===== src/rtl/mem_arbiter.sv =====
// Two-client (AES/SHA) burst arbiter for one shared memory port.
// Define MEM_ARB_RR_EN for round-robin arbitration; otherwise AES has fixed priority.
module mem_arbiter #(
    parameter int ADDRW = 24,
    parameter int LENW  = 8
) (
    input  logic             clk,
    input  logic             rst,
    input  logic             req_aes,
    input  logic [ADDRW-1:0] addr_aes,
    input  logic [LENW-1:0]  len_aes,
    input  logic             wr_aes,
    output logic             gnt_aes,
    output logic             done_aes,
    input  logic             req_sha,
    input  logic [ADDRW-1:0] addr_sha,
    input  logic [LENW-1:0]  len_sha,
    input  logic             wr_sha,
    output logic             gnt_sha,
    output logic             done_sha,
    output logic             bus_valid,
    input  logic             bus_ready,
    output logic [ADDRW-1:0] bus_addr,
    output logic             bus_wr,
    output logic             bus_last,
    output logic             owner
);

    typedef enum logic [1:0] {
        IDLE,
        XFER,
        DONE
    } state_t;

    state_t          state;
    logic [LENW-1:0] len_q;
    logic [LENW-1:0] beat;
    logic [LENW-1:0] beat_inc;
    logic            winner_sha;

`ifdef MEM_ARB_RR_EN
    logic last_sha;

    // On contention the client not served last wins.
    always_comb begin
        winner_sha = req_sha && (!req_aes || !last_sha);
    end
`else
    always_comb begin
        winner_sha = req_sha && !req_aes;
    end
`endif

    always_comb begin
        beat_inc = beat + LENW'(1);
    end

    always_ff @(posedge clk) begin
        if (rst) begin
            state     <= IDLE;
            gnt_aes   <= 1'b0;
            gnt_sha   <= 1'b0;
            done_aes  <= 1'b0;
            done_sha  <= 1'b0;
            bus_valid <= 1'b0;
            bus_last  <= 1'b0;
            bus_wr    <= 1'b0;
            bus_addr  <= '0;
            owner     <= 1'b0;
            beat      <= '0;
            len_q     <= '0;
`ifdef MEM_ARB_RR_EN
            last_sha  <= 1'b1;
`endif
        end else begin
            case (state)
                IDLE: begin
                    if (req_aes || req_sha) begin
                        owner     <= winner_sha;
                        gnt_aes   <= !winner_sha;
                        gnt_sha   <= winner_sha;
                        bus_valid <= 1'b1;
                        bus_addr  <= winner_sha ? addr_sha : addr_aes;
                        bus_wr    <= winner_sha ? wr_sha : wr_aes;
                        len_q     <= winner_sha ? len_sha : len_aes;
                        bus_last  <= (winner_sha ? len_sha : len_aes) == '0;
                        beat      <= '0;
                        state     <= XFER;
                    end
                end
                XFER: begin
                    if (bus_ready) begin
                        if (bus_last) begin
                            gnt_aes   <= 1'b0;
                            gnt_sha   <= 1'b0;
                            bus_valid <= 1'b0;
                            bus_last  <= 1'b0;
                            done_aes  <= !owner;
                            done_sha  <= owner;
                            state     <= DONE;
                        end else begin
                            // Address register advances alongside the beat count, wrapping at 2^ADDRW.
                            beat     <= beat_inc;
                            bus_addr <= bus_addr + ADDRW'(1);
                            bus_last <= (beat_inc == len_q);
                        end
                    end
                end
                DONE: begin
                    done_aes <= 1'b0;
                    done_sha <= 1'b0;
`ifdef MEM_ARB_RR_EN
                    last_sha <= owner;
`endif
                    state    <= IDLE;
                end
                default: state <= IDLE;
            endcase
        end
    end

endmodule


===== config.mk =====
export PLATFORM = sky130hd
export DESIGN_NAME = mem_arbiter
export DESIGN_NICKNAME = d
export VERILOG_FILES = /design/src/rtl/mem_arbiter.sv
export SDC_FILE = /design/constraint.sdc
export NUM_CORES = 1
export LEC_CHECK = 0
export ABC_AREA = 1
export CAP_MARGIN = 20
export CORE_MARGIN = 10
export CORE_UTILIZATION = 30
export CTS_CLUSTER_SIZE = 10
export DETAILED_ROUTE_END_ITERATION = 16
export SLEW_MARGIN = 20
export SYNTH_ARGS = -nofsm -noshare
export SYNTH_HDL_FRONTEND = slang
export SYNTH_SLANG_ARGS = --single-unit

===== constraint.sdc =====
create_clock -name clk -period 4.3 [get_ports clk]
set_input_delay 0.86 -clock clk [delete_from_list [all_inputs] [get_ports clk]]
set_output_delay 0.86 -clock clk [all_outputs]
set_load 0.005 [all_outputs]

## Word level (Yosys, flattened, before mapping)

Index checks and enable logic that the tools add are counted.

| operators by class | value |
|---|---|
| add/subtract/negate cells | 2 |
| equal/unequal tests | 7 |
| muxes and demuxes | 33 |
| reduce and logical (&&, ||, !) cells | 15 |

Operators with widths:

| cell | count |
|---|---|
| two-way mux 24 bit | 4 |
| one-hot mux 24 bit (2 select lines) | 1 |
| two-way mux 8 bit | 4 |
| adder 24 x 1 -> 24 bit (second input constant) | 1 |
| one-hot mux 8 bit (2 select lines) | 1 |
| two-way mux 1 bit | 13 |
| one-hot mux 1 bit (2 select lines) | 6 |
| AND reduction 3 bit | 3 |
| adder 8 x 1 -> 8 bit (second input constant) | 1 |
| == test 8 bit | 1 |
| logical NOT 8 bit | 1 |
| inequality test 2 bit (second input constant) | 4 |
| AND reduction 4 bit | 2 |
| two-way mux 2 bit | 3 |
| one-hot mux 2 bit (2 select lines) | 1 |
| nonzero test 2 bit | 2 |
| logical NOT 1 bit | 3 |
| == test 2 x 1 -> 1 bit (second input constant) | 1 |
| == test 2 bit (second input constant) | 1 |
| logical NOT 2 bit | 1 |
| AND reduction 2 bit | 1 |
| logical AND 1 bit | 1 |
| logical OR 1 bit | 1 |

| storage, ports and cells | value |
|---|---|
| register bits after elaboration | 50 |
| input bits | 71 |
| output and inout bits | 32 |
| word-level logic and storage cells | 69 |

## Longest topological paths before layout

| depth | value |
|---|---|
| depth in word-level cells | 6 |
| gate-level depth with buffers | 12 |
| depth with buffers taken out | 12 |

## Worst setup path after synthesis

Ideal clock, no wire load.

| timing | value |
|---|---|
| path type | input to register |
| start point | in req_aes |
| end point | reg bus_last |
| library setup time | 0.064 ns |
| arrival | 1.797 ns |
| data required time | 4.236 ns |
| path slack | 2.439 ns |
| cell stages on the path | 10 |
| buffers on the path | 1 |
| cell sequence | inv_1 > nand2_2 > buf_2 > o21ai_0 > nand2_1 > nor2_1 > nand3_1 > nand2_1 > nor2_1 > nor2_1 |

| on the way | value |
|---|---|
| longest elaborated chain between the ends | 6 |
| elaborated cells on any way between the ends | 9 |
| those cells by class | eq/ne: 1; mux: 3; reduce/logical: 5 |

RTL lines:

| element | RTL line | text |
|---|---|---|
| start, declared | 9 | `input logic req_aes,` |
| logical NOT 1 bit | 50 | `winner_sha = req_sha && !req_aes;` |
| logical AND 1 bit | 50 |  |
| two-way mux 8 bit | 86 | `bus_last <= (winner_sha ? len_sha : len_aes) == '0;` |
| logical NOT 8 bit | 86 |  |
| two-way mux 1 bit | 78 | `if (req_aes \|\| req_sha) begin` |
| one-hot mux 1 bit (2 select lines) | 76 | `case (state)` |
| end signal, assigned | 105 | `bus_last <= (beat_inc == len_q);` |
| end, declared | 25 | `output logic bus_last,` |

Parallel ways exist; a longest one is shown, timed or not. The select of a mux whose other input is x is not followed.
A chain may end at the register's enable or synchronous reset.

## Final worst setup path

| timing | value |
|---|---|
| start point | in req_aes |
| end point | reg bus_addr[10] |

| on the way | value |
|---|---|
| longest elaborated chain between the ends | 5 |
| elaborated cells on any way between the ends | 8 |
| those cells by class | eq/ne: 1; mux: 3; reduce/logical: 4 |

RTL lines:

| element | RTL line | text |
|---|---|---|
| logical NOT 1 bit | 50 |  |
| logical AND 1 bit | 50 |  |
| two-way mux 24 bit | 83 | `bus_addr <= winner_sha ? addr_sha : addr_aes;` |
| two-way mux 24 bit | 78 |  |
| one-hot mux 24 bit (2 select lines) | 76 |  |
| end signal, assigned | 83 |  |
| end signal, assigned | 104 | `bus_addr <= bus_addr + ADDRW'(1);` |
| end, declared | 23 | `output logic [ADDRW-1:0] bus_addr,` |

Parallel ways exist; a longest one is shown, timed or not. The select of a mux whose other input is x is not followed.

==> flow_metrics.tcl <==
set metrics [dict create \
    status "finished, final reports clean" \
    grt_overflow 0 \
    synth_edf_count 0 \
    peakVddDrop_mv 0.124 \
    synth.top_cell.area_share 0.310 \
    fin_area_sq_um 4420 \
    dpl_cell_area_sq_um 4310 \
    grt_usage 0.142 \
    yosysMostFrequentCell "nand2_1" \
    startpoint "req_aes" \
    leakage_nw 1.69 \
    cts_tree "built" \
    wl_per_cell_um 15.1 \
    switchingPower_w 0.000476 \
    finalCriticalPeriod_ns 2.53 \
    r2r_cells 6 \
    initial_core_util 0.310 \
    die_area_sq_um 15300 \
    synth_commonest_cells "nand2_1, dfxtp_1, o21ai_0" \
    place_inst 719 \
    fmax_mhz 395 \
    seq_power_share 0.422 \
    core_sq_um 10400 \
    fin_skew_ns 0.0148 \
    post_synth_num_cell_types 37 \
    p_sw_frac 0.335 \
    maxCapViolCount 0 \
    cts_buffer_depth 2 \
    finalSetupViolCount 0 \
    ant_nets 0 \
    finalWirelength_um 11000 \
    drv_slew 0 \
    post_cts_resized 0 \
    grt_pass1_wl_um 17700 \
    drtPass1Iterations 5 \
    area_growth_syn_to_layout_pct 36.8 \
    gp_congestion 0.910 \
    timing.rr.start "state[0]" \
    htreeDepth 2 \
    grt_pass1_vias 3622 \
    num_vias 3618 \
    whs_endpoint "gnt_aes" \
    worstSetupEndpointType "register" \
    cts_setup_buffers 0 \
    synthCells 499 \
    worstPathMaxFanout 17 \
    critPathRequiredTime_ns 4.54 \
    drive_above_1_share 0.0508 \
    ys_top_cells_by_area "dfxtp_1, nand2_1, o21ai_0, a21oi_1, inv_1" \
    rsz0062_at_grt "false" \
    ys_ff_latch 50 \
    gr-usage-met2 0.262 \
    r2r_slack_ns 2.10 \
    min_from "gnt_aes" \
    viasPerCell 4.98 \
    grt-busiest-layer "met2" \
    async_flop_share 0 \
    root_buffer "clkbuf_8" \
    worstReg2RegEnd "bus_addr[19]" \
    critical_path_class "in -> reg" \
    grt_use_met1 0.162 \
    clk_pin_slew_ns 0.10 \
    nets 663 \
    drtIter0Drc 272 \
    min_path_type "reg -> reg" \
    io_buffers 102 \
    rows 37 \
    critPathLaunchType "input pin" \
    synth_fp_nets 572 \
    clkPwrFrac 0.243 \
    met3_usage 0.0308 \
    tightest_slew_ns 0.934 \
    worst_slack_ns 1.77 \
    ys_warn_count 0 \
    nFillCells 1108 \
    fin_crit_sh 0.589 \
    ys.flop_type "dfxtp_1" \
    slew_headroom 0.377 \
    ctsHoldBuffers 0 \
    drc_errors 0 \
    power.internal_w 0.000945 \
    yosysSeqAreaShare 0.310 \
    insertion_delay_ns 0.31 \
    syn_area_sq_um 3230 \
    die_w_um 124 \
    combPwrFrac 0.336 \
    finalHoldViolations 0 \
    p_per_area_nw_per_um2 321 \
    place_hpwl_um 8510 \
    cts_made_buffers 5 \
    fin_setup_tns_ns 0 \
    post-place-ws_ns 1.40 \
    grt_max_degree 36 \
    ios 103 \
    cts.sinks 50 \
    syn_avg_cell_area_sq_um 6.48 \
    hold_depth 2 \
    die_h_um 124 \
    num_antenna_cells 0 \
    antenna_found_initial 0 \
    yosysTopAreaCell "dfxtp_1" \
    worstPathArrival_ns 2.77 \
    stdcell_count 726 \
]
==> kinds of logic after synthesis <==
family	synth area share
AO/OA/AOI/OAI	0.252
XOR/XNOR	0.0108
adder cells (fa/ha/maj)	0.00774
buffers and inverters	0.0995
flip-flops	0.310
AND/OR/NAND/NOR	0.321
==> worst max-delay path: stages <==
cell and delay, ns:
clkdlybuf4s50_1 0.40, inv_1 0.12, nand2_2 0.22, nor2_2 0.54, buf_4 0.32, a22oi_1 0.12
a31oi_1 0.18
==> layer usage <==
metal	wire [um]	part of all wire
met4	155	0.014
met1	4700	0.43
met3	620	0.057
met2	5470	0.50
met5	0	0
==> layout make-up <==
cell class              instances  area [sq um]  area share
multi-input cells             379          1910       0.432
repair buffers                104          1040       0.234
flip-flops and latches         50          1000       0.226
inverters                      50           193      0.0436
well taps                     136           170      0.0385
clock buffers                   6          82.6      0.0187
clock inverters                 1          30.0     0.00679
==> cell usage in the layout (no fill, tap or decap), types with 7 or more instances in the layout <==
cell type,synthesis,layout
nor2_1,42,42
nor3_1,7,7
o21ai_0,50,50
a31oi_1,9,9
dfxtp_1,50,50
a21oi_1,43,43
inv_1,46,46
clkdlybuf4s50_1,0,102
a22oi_1,7,7
nand2_1,141,141
nand3_1,32,32
==> registers in the layout, summed over array words and instances (netlist names) <==
| register | cells |
|---|---|
| done_aes | 1 |
| gnt_sha | 1 |
| beat | 8 |
| bus_addr | 24 |
| bus_valid | 1 |
| gnt_aes | 1 |
| owner | 1 |
| bus_last | 1 |
| done_sha | 1 |
| state | 2 |
| bus_wr | 1 |
| len_q | 8 |
==> per-stage QoR <==
stage | util | hold slack, ns | total power (W)
after CTS | 0.425 | 0.473 | 0.00144
after detailed placement | 0.414 | 0.458 | 0.00109
after global placement | 0.414 | 0.452 | 0.00108
final | 0.425 | 0.469 | 0.00142
after global routing | 0.425 | 0.492 | 0.00152
after floorplan | - | 0.456 | 0.000871
==> how the worst max path moves through the flow <==
stage	end	slack, ns	cells past startpoint
2_1_floorplan	bus_last	2.44	10
3_3_place_gp	bus_addr[10]	1.47	7
3_5_place_dp	bus_addr[10]	1.40	7
4_1_cts	bus_addr[10]	1.73	7
5_1_grt	bus_addr[22]	1.57	7
6_report	bus_addr[10]	1.77	7
==> power by group through the flow <==
stage / Combinational [W] / Sequential (W) / Clock, W
after floorplan: 0.000278 / 0.000593 / 0
after global placement: 0.000473 / 0.000607 / 0
after detailed placement: 0.000483 / 0.000608 / 0
after CTS: 0.000484 / 0.000598 / 0.000355
after global routing: 0.000536 / 0.000609 / 0.000372
final: 0.000477 / 0.000599 / 0.000345
Note: power is estimated with default switching activity, not from simulation.
